--- src/rtl/blake2b_msg_sched_pkg.sv ---
// ============================================================================
// Module   : blake2b_msg_sched_pkg
// Brief    : Shared sizes, types and the sigma permutation table for the
//            BLAKE2b message-word scheduler.
// Revision : 1.0 - initial release
// ============================================================================
`default_nettype none

package blake2b_msg_sched_pkg;

    localparam int c_ROUND_NUM       = 12;
    localparam int c_G_NUM           = 8;
    localparam int c_WORD_W          = 64;
    localparam int c_BLOCK_W         = 1024;
    localparam int c_ROUND_W         = 4;
    localparam int c_GINDEX_W        = 3;
    localparam int c_SIGMA_INDEX_W   = 4;
    localparam int c_MINDEX_W        = 4;

    typedef logic [c_WORD_W-1:0]        word_t;
    typedef logic [c_BLOCK_W-1:0]       block_t;
    typedef logic [c_ROUND_W-1:0]       round_t;
    typedef logic [c_GINDEX_W-1:0]      gindex_t;
    typedef logic [c_SIGMA_INDEX_W-1:0] sigma_idx_t;
    typedef logic [c_MINDEX_W-1:0]      mindex_t;

    localparam round_t  c_LAST_ROUND = round_t'(c_ROUND_NUM - 1);
    localparam gindex_t c_LAST_G     = gindex_t'(c_G_NUM - 1);

    typedef enum logic [0:0] {
        ST_IDLE = 1'b0,
        ST_RUN  = 1'b1
    } state_t;

    // One row per round; nibble k holds sigma[row][k]. Rows 10/11 repeat
    // rows 0/1, rows 12..15 are never addressed.
    localparam logic [63:0] c_SIGMA_TABLE [16] = '{
        64'hFEDCBA9876543210,
        64'h357B20C16DF984AE,
        64'h491763EADF250C8B,
        64'h8F04A562EBCD1397,
        64'hD386CB1EFA427509,
        64'h91EF57D438B0A6C2,
        64'hB8293670A4DEF15C,
        64'hA2684F05931CE7BD,
        64'h5A417D2C803B9EF6,
        64'h0DC3E9BF5167482A,
        64'hFEDCBA9876543210,
        64'h357B20C16DF984AE,
        64'h0000000000000000,
        64'h0000000000000000,
        64'h0000000000000000,
        64'h0000000000000000
    };

endpackage

`default_nettype wire

--- src/rtl/blake2b_sigma.sv ---
// ============================================================================
// Module   : blake2b_sigma
// Brief    : Combinational BLAKE2b sigma lookup: (round row, column) to
//            message word index.
// Revision : 1.0 - initial release
// ============================================================================
`default_nettype none

module blake2b_sigma
    import blake2b_msg_sched_pkg::*;
(
    input  logic [c_ROUND_W-1:0]       row_i,
    input  logic [c_SIGMA_INDEX_W-1:0] col_i,
    output logic [c_MINDEX_W-1:0]      m_index_o
);

    logic [63:0] w_row;

    assign w_row     = c_SIGMA_TABLE[row_i];
    assign m_index_o = w_row[{col_i, 2'b00} +: c_MINDEX_W];

endmodule

`default_nettype wire

--- src/rtl/blake2b_msg_sched.sv ---
// ============================================================================
// Module   : blake2b_msg_sched
// Brief    : Captures one 128-byte block and streams the sigma-permuted word
//            pair for each of the 96 G invocations over valid/ready.
// Revision : 1.0 - initial release
// ============================================================================
`default_nettype none

module blake2b_msg_sched
    import blake2b_msg_sched_pkg::*;
(
    input  logic                   clk_i,
    input  logic                   rst_i,
    input  logic                   msg_valid_i,
    output logic                   msg_ready_o,
    input  logic [c_BLOCK_W-1:0]   msg_block_i,
    output logic                   word_valid_o,
    input  logic                   word_ready_i,
    output logic [c_WORD_W-1:0]    m_x_o,
    output logic [c_WORD_W-1:0]    m_y_o,
    output logic [c_ROUND_W-1:0]   round_o,
    output logic [c_GINDEX_W-1:0]  g_index_o,
    output logic                   last_o,
    output logic                   busy_o
);

    state_t  r_state;
    state_t  w_state_next;
    block_t  r_msg;
    block_t  w_src_block;
    round_t  r_round;
    round_t  w_next_round;
    gindex_t r_g;
    gindex_t w_next_g;
    word_t   r_m_x;
    word_t   r_m_y;
    word_t   w_word_x;
    word_t   w_word_y;
    mindex_t w_idx_x;
    mindex_t w_idx_y;
    logic    r_last;
    logic    w_accept;
    logic    w_advance;
    logic    w_load;
    logic    w_next_last;

    always_ff @(posedge clk_i) begin
        if (rst_i) begin
            r_state <= ST_IDLE;
        end else begin
            r_state <= w_state_next;
        end
    end

    always_comb begin
        w_state_next = r_state;
        w_accept     = 1'b0;
        w_advance    = 1'b0;
        w_next_round = r_round;
        w_next_g     = r_g;
        case (r_state)
            ST_IDLE: begin
                if (msg_valid_i) begin
                    w_accept     = 1'b1;
                    w_state_next = ST_RUN;
                    w_next_round = '0;
                    w_next_g     = '0;
                end
            end
            ST_RUN: begin
                if (word_ready_i) begin
                    if (r_last) begin
                        w_state_next = ST_IDLE;
                    end else begin
                        w_advance = 1'b1;
                        if (r_g == c_LAST_G) begin
                            w_next_g     = '0;
                            w_next_round = r_round + round_t'(1);
                        end else begin
                            w_next_g = r_g + gindex_t'(1);
                        end
                    end
                end
            end
            default: w_state_next = ST_IDLE;
        endcase
    end

    assign w_load      = w_accept | w_advance;
    assign w_next_last = (w_next_round == c_LAST_ROUND) && (w_next_g == c_LAST_G);

    // On the load edge the words are not yet registered, so index the input bus.
    assign w_src_block = w_accept ? msg_block_i : r_msg;

    blake2b_sigma u_sigma_x (
        .row_i     (w_next_round),
        .col_i     ({w_next_g, 1'b0}),
        .m_index_o (w_idx_x)
    );

    blake2b_sigma u_sigma_y (
        .row_i     (w_next_round),
        .col_i     ({w_next_g, 1'b1}),
        .m_index_o (w_idx_y)
    );

    assign w_word_x = w_src_block[{w_idx_x, 6'd0} +: c_WORD_W];
    assign w_word_y = w_src_block[{w_idx_y, 6'd0} +: c_WORD_W];

    always_ff @(posedge clk_i) begin
        if (rst_i) begin
            r_msg   <= '0;
            r_round <= '0;
            r_g     <= '0;
            r_m_x   <= '0;
            r_m_y   <= '0;
            r_last  <= 1'b0;
        end else begin
            if (w_accept) begin
                r_msg <= msg_block_i;
            end
            if (w_load) begin
                r_round <= w_next_round;
                r_g     <= w_next_g;
                r_m_x   <= w_word_x;
                r_m_y   <= w_word_y;
                r_last  <= w_next_last;
            end else if (w_state_next == ST_IDLE) begin
                r_last <= 1'b0;
            end
        end
    end

    assign msg_ready_o  = (r_state == ST_IDLE);
    assign busy_o       = (r_state == ST_RUN);
    assign word_valid_o = (r_state == ST_RUN);
    assign m_x_o        = r_m_x;
    assign m_y_o        = r_m_y;
    assign round_o      = r_round;
    assign g_index_o    = r_g;
    assign last_o       = r_last;

endmodule

`default_nettype wire
--- config.mk ---
export PLATFORM = sky130hd
export DESIGN_NAME = blake2b_msg_sched
export DESIGN_NICKNAME = d
export VERILOG_FILES = /design/src/rtl/blake2b_msg_sched_pkg.sv /design/src/rtl/blake2b_sigma.sv /design/src/rtl/blake2b_msg_sched.sv
export SDC_FILE = /design/constraint.sdc
export NUM_CORES = 2
export LEC_CHECK = 0
export CORE_AREA = 4 4 448 450
export CTS_CLUSTER_SIZE = 30
export DETAILED_ROUTE_END_ITERATION = 6
export DIE_AREA = 0 0 452 454
export PLACE_DENSITY_LB_ADDON = 0.05
export SYNTH_ARGS = -nofsm -noshare
export SYNTH_HDL_FRONTEND = slang
export SYNTH_SLANG_ARGS = --single-unit
--- constraint.sdc ---
create_clock -name clk_i -period 5.8 [get_ports clk_i]
set_input_delay 1.74 -clock clk_i [delete_from_list [all_inputs] [get_ports clk_i]]
set_output_delay 1.74 -clock clk_i [all_outputs]
set_load 0.03 [all_outputs]
* Word level (Yosys, flattened, before mapping)
Memory sizes are Yosys's and may differ from the RTL's.
Cells that the tools add are included.
** Word-level totals
- Flip-flop bits (word level) :: 1161
- Memory bits (read-only) :: 1024
- Input port bits :: 1028
- Output and inout bits :: 139
- Word-level logic and storage cells :: 45
- Memories :: 1
** Cells by class
- Add/sub/neg operators :: 2
- Order comparisons :: 1
- Eq/ne operators :: 4
- Shift-type cells :: 4
- Multiplexer cells :: 22
- Bitwise gates (word level) :: 3
- Reduce and logical (&&, ||, !) cells :: 1
** Memory list
- (name not given) :: depth 16, bits a word 64, rd ports 1, clocked after memory_dff 0, wr ports 0, RTL line blake2b_sigma.sv:19 : assign w_row = c_SIGMA_TABLE[row_i];
** Operator list (number)
- indexed part select 1024 x 11 -> 64 bit :: 2
- two-way mux 1024 bit :: 1
- two-way mux 64 bit :: 2
- indexed part select 64 x 7 -> 4 bit :: 2
- two-way mux 4 bit :: 4
- two-way mux 3 bit :: 4
- two-way mux 1 bit :: 8
- case mux 4 bit (2 select lines) :: 1
- equality test 3 bit, second input constant :: 2
- case mux 3 bit (2 select lines) :: 1
- greater-or-equal comparator 5 bit, second input constant :: 1
- NOT 4 -> 5 bit :: 1
- adder 4 x 1 -> 4 bit, second input constant :: 1
- equality test 4 bit, second input constant :: 1
- adder 3 x 1 -> 3 bit, second input constant :: 1
- != test 2 x 1 -> 1 bit, second input constant :: 1
- case mux 1 bit (2 select lines) :: 1
- logical AND 1 bit :: 1
- NOT 1 bit :: 1
- bitwise OR 1 bit :: 1

* Depth between registers and ports, before layout
- Depth in word-level cells :: 11
- Mapped depth :: 23
- Depth with buffers taken out :: 17

* Modules after synthesis
A second synthesis with hierarchy kept.
** Second synthesis, totals
- Cell total of the unflattened synthesis :: 7374
- Area total of the unflattened synthesis :: 63671.1 um2
** Modules (own cells, without submodules)
- blake2b_msg_sched :: instances 1, cells each 6888, area each 60410.4 um2, seq. area each 23242.3 um2
- blake2b_sigma :: instances 2, cells each 243, area each 1630.3 um2, seq. area each 0.0 um2

* Worst setup path before layout
No wires, ideal clock.
- Path type :: input port to flip-flop
- Start point :: in word_ready_i
- End point :: reg r_m_x[0] (netlist: m_x_o[0])
- Setup time :: 86 ps
- Arrival time :: 5160 ps
- Required time :: 5714 ps
- Slack :: 554 ps
- Stages :: 18
- Path buffers :: 4
- Path through :: buf_4 and4b_1 buf_2 nand2_1 nand2_1 ha_1 clkbuf_1 inv_1 nand3_1 o21ai_0 a311o_1 and3_1 nand2_1 clkbuf_1 mux2_2 a32oi_1 o21ai_0 a211oi_1
** On the way
- Word-level cells in the longest chain between the ends :: 8
- Elaborated cells on any way between the ends :: 13
- Classes of those cells :: 2 x shift; 8 x mux; 2 x bitwise; 1 x memory
** Ends and longest elaborated chain
- start: declaration :: RTL line blake2b_msg_sched.sv:18 : input logic word_ready_i,
- two-way mux 4 bit :: RTL line blake2b_msg_sched.sv:71 : if (word_ready_i) begin
- case mux 4 bit (2 select lines) :: RTL line blake2b_msg_sched.sv:61 : case (r_state)
- NOT 4 -> 5 bit (implied by the code) :: RTL line blake2b_sigma.sv:19
- memory (16 x 64 bit)
- two-way mux 64 bit (2 in series)
- indexed part select 64 x 7 -> 4 bit :: RTL line blake2b_sigma.sv:20 : assign m_index_o = w_row[{col_i, 2'b00} +: c_MINDEX_W];
- indexed part select 1024 x 11 -> 64 bit :: RTL line blake2b_msg_sched.sv:107 : assign w_word_x = w_src_block[{w_idx_x, 6'd0} +: c_WORD_W];
- end signal: assignment :: RTL line blake2b_msg_sched.sv:125 : r_m_x <= w_word_x;
- end: declaration :: RTL line blake2b_msg_sched.sv:35 : word_t r_m_x;
Parallel ways exist; a longest one is shown, timed or not. The select of a mux whose other input is x is not followed.
A chain may end at the register's enable or synchronous reset.

* Worst setup path after layout
- Start point :: in msg_valid_i
- End point :: reg r_m_y[47] (netlist: m_y_o[47])
** On the way
- Word-level cells in the longest chain between the ends :: 8
- Elaborated cells on any way between the ends :: 14
- Classes of those cells :: 2 x shift; 9 x mux; 2 x bitwise; 1 x memory
** Ends and longest elaborated chain
- start: declaration :: RTL line blake2b_msg_sched.sv:14 : input logic msg_valid_i,
- two-way mux 4 bit :: RTL line blake2b_msg_sched.sv:63 : if (msg_valid_i) begin
- case mux 4 bit (2 select lines) :: RTL line blake2b_msg_sched.sv:61
- NOT 4 -> 5 bit (implied by the code) :: RTL line blake2b_sigma.sv:19
- memory (16 x 64 bit)
- two-way mux 64 bit (implied by the code) (2 in series) :: RTL line blake2b_sigma.sv:19
- indexed part select 64 x 7 -> 4 bit :: RTL line blake2b_sigma.sv:20
- indexed part select 1024 x 11 -> 64 bit :: RTL line blake2b_msg_sched.sv:108 : assign w_word_y = w_src_block[{w_idx_y, 6'd0} +: c_WORD_W];
- end signal: assignment :: RTL line blake2b_msg_sched.sv:126 : r_m_y <= w_word_y;
- end: declaration :: RTL line blake2b_msg_sched.sv:36 : word_t r_m_y;
Parallel ways exist; a longest one is shown, timed or not. The select of a mux whose other input is x is not followed.

==> run_results.csv <==
group,metric,value,unit
power_and_ir_drop,power.density,273.9,nW/um2
global_routing,grt_usage,37.79,%
power_and_ir_drop,p_leak,0.03446,uW
power_and_ir_drop,peakVddDrop,0.2586,mV
logic_synthesis,synthCells,9249,
placed_design,place_hpwl,310.4,mm
logic_synthesis,yosysWarnings,0,
critical_path,critPathMaxFanout,19,
logic_synthesis,synth_cell_types,89,
critical_path,path_common_cell,"buf_4",
placed_design,gp_congestion,0.9652,
global_routing,first_global_vias,73610,
die,dieArea,205200,um2
run_status,status,"finished, final reports clean",
logic_synthesis,synth-edff-count,0,
job,cap_violations,0,
global_routing,grt_first_pass_wirelength,561.4,mm
finish,area_growth_syn_to_layout,36.95,%
detailed_routing,ant_nets,0,
critical_path,timing.critical_path.cells,"clkdlybuf4s50_1 -> nand2b_4 -> buf_4 -> o211a_1 -> nor2_4 -> buf_4 -> ha_1 -> o21ai_0 -> nand2_1 -> a211oi_2 -> buf_4 -> o32ai_4 -> buf_6 -> buf_12 -> buf_16 -> buf_4 -> nand2_1 -> a31oi_1 -> nand4_1 -> buf_4 -> nand4_1 -> and3_1",
global_routing,grt_max_degree,175,
placed_design,io_buffers,1166,
clock_tree,clk_pin_slew,0.05,ns
critical_path,path_delay_family,"buffers and inverters",
critical_path,cp-start-kind,"input pin",
die,initial_core_util,34.73,%
detailed_routing,dr.pass1.iters,6,
sta,setup_viol,0,
logic_synthesis,async_reset_ff_share,0,%
die,chipHeight,454,um
detailed_routing,dr_total_vias,78510,
die,rows,163,
die,io_pins,1167,
sta,max_freq,0.1776,GHz
die,die_w,452,um
logic_synthesis,synth_most_common_cell,"nand2_1",
clock_tree,cts_buffers,149,
clock_tree,cts_buffer_depth,3,
sta,tightestPinTransition,1.074,ns
logic_synthesis,synth_top_cells_by_area,"dfxtp_1 34%, nand2_1 19%, mux4_2 11%",
clock_tree,cts_tree,"done",
critical_path,endpoint_kind,"flop",
sta,tns,0,ns
detailed_routing,vias_per_cell,5.848,
clock_tree,cts-root-buf,"clkbuf_16",
sta,rsz0062_at_grt,"false",
logic_synthesis,synth_flop_cell,"dfxtp_1",
detailed_routing,finalWirelength,408.0,mm
clock_tree,htree_levels,4,
critical_path,worstPathRequired,6.56,ns
logic_synthesis,synthTopCellsByCount,"3436 x nand2_1, 1269 x a21oi_1, 1161 x dfxtp_1",
logic_synthesis,synth_nets,10290,
detailed_routing,drt_iter0_drc,8792,
critical_path,crit_type,"input pin to flop",
finish,fin_cells,13430,
critical_path,cp.arrival,6.39,ns
critical_path,critPathBufInv,9,
global_routing,overflow,0,
sta,hold_viol_final,0,
global_routing,grt_antenna_before_repair,132,
die,core,196600,um2
logic_synthesis,yosysSeqAreaShare,34.04,%
clock_tree,clk_latency,0.83,ns
finish,drive_above_1_share,14.73,%
sta,slew_headroom,28.41,%
logic_synthesis,synth_top_area_cell,"dfxtp_1",
sta,skew,0.04536,ns
min_path,hp-class,"flop to flop",
placed_design,place_ws,-1.383,ns
detailed_routing,drc,0,
logic_synthesis,syn_area_per_cell,7.382,um2
clock_tree,ctsHoldBuffers,0,
finish,nNetsFinal,11610,
sta,drv_slew,0,
clock_tree,clock_sinks,1161,
critical_path,cp_slowest_cell,"clkdlybuf4s50_1",
logic_synthesis,yosysTopAreaCellShare,34.04,%
sta,timing.final.crit_share,97.06,%
logic_synthesis,yosys_register_bits,1161,
sta,setup_slack,0.1703,ns
critical_path,critPathMaxStageDelay,0.62,ns
finish,fill_cells,19700,
logic_synthesis,netlist_area,68280,um2
sta,fin_crit,5.630,ns
placed_design,dp.cells,13050,
detailed_routing,post_drt_wl_per_cell,30.39,um
## what timing repair did
action / 4_1_cts / 5_1_grt
cloned: 1 / 2
buffers inserted: 0 / 1
setup endpoints to repair: 14 / 49
pin swaps: 1 / 2
resized for setup: 25 / 18
endpoints found under the hold margin: 0 / 0
## final cells by class
cell class | instances | area (um2) | area share (%)
Multi-Input combinational cell | 7215 | 41530 | 44.41
Sequential cell | 1161 | 23240 | 24.86
Timing Repair Buffer | 2030 | 20190 | 21.59
Clock buffer | 219 | 4400 | 4.706
Tap cell | 2640 | 3303 | 3.533
Clock inverter | 50 | 555.5 | 0.5941
Antenna cell | 101 | 252.7 | 0.2703
Inverter | 9 | 33.78 | 0.03613
## where the power goes
part	total (uW)	internal, uW	switching, uW
sequential	9010	8500	510
combinational	6950	2880	4070
clock	9650	5660	3990
total	25600	17000	8570
## worst paths after layout
path,from,to,slack (ns),cells after the start
setup / recovery,msg_valid_i,m_y_o[47],0.17,22
hold / removal,r_msg[313],r_msg[313],0.47,2
setup reg to reg,g_index_o[1],m_y_o[6],0.69,24
hold reg to reg,r_msg[313],r_msg[313],0.47,2
## per-stage QoR
step                      util (%)  hold WS (ns)  area, um2  power (uW)
after floorplan                  -        0.4430      68280       12130
after global placement       44.77        0.4484      88010       15960
after detailed placement     44.77        0.4598      88010       15990
after CTS                    47.36        0.4655      93120       25630
after global routing         47.55        0.4810      93490       26370
final                        47.56        0.4669      93500       25610
## per-layer routing
layer	share of wire (%)	GRT usage [%]
met3	7.5	6.005
met5	0.012	0
met2	46	59.76
met4	9.0	31.19
met1	37	45.37
## sequential cells by signal, summed over array words and instances, names as in the netlist
| register | cells |
|---|---|
| m_x_o | 64 |
| busy_o | 1 |
| g_index_o | 3 |
| last_o | 1 |
| m_y_o | 64 |
| r_msg | 1024 |
| round_o | 4 |
## logic make-up after synthesis
group,after synthesis,synth area share (%)
xor+xnor,1,0.01283
mux,610,15.06
compound gates,2219,18.99
simple gates,4370,25.95
buf+inv,873,5.668
flops,1161,34.04
fa+ha+maj,15,0.2749
## worst min-delay path, stage by stage (launching register included)
cell and delay, ns:
dfxtp_1 0.31, nand2_1 0.05, a21oi_1 0.05
## placed cells by master (no fill, tap or decap), types with 195 or more instances in the layout
master / synthesis / final
nand2_1: 3436 / 3433
mux2i_1: 232 / 230
nand3_1: 345 / 343
nand4_1: 201 / 201
buf_4: 37 / 701
mux4_2: 329 / 329
dfxtp_1: 1161 / 1161
clkdlybuf4s50_1: 0 / 1164
a21oi_1: 1269 / 1268
nor2_1: 274 / 266
o21ai_0: 220 / 195
No activity file was read; power rests on OpenSTA's default activity.
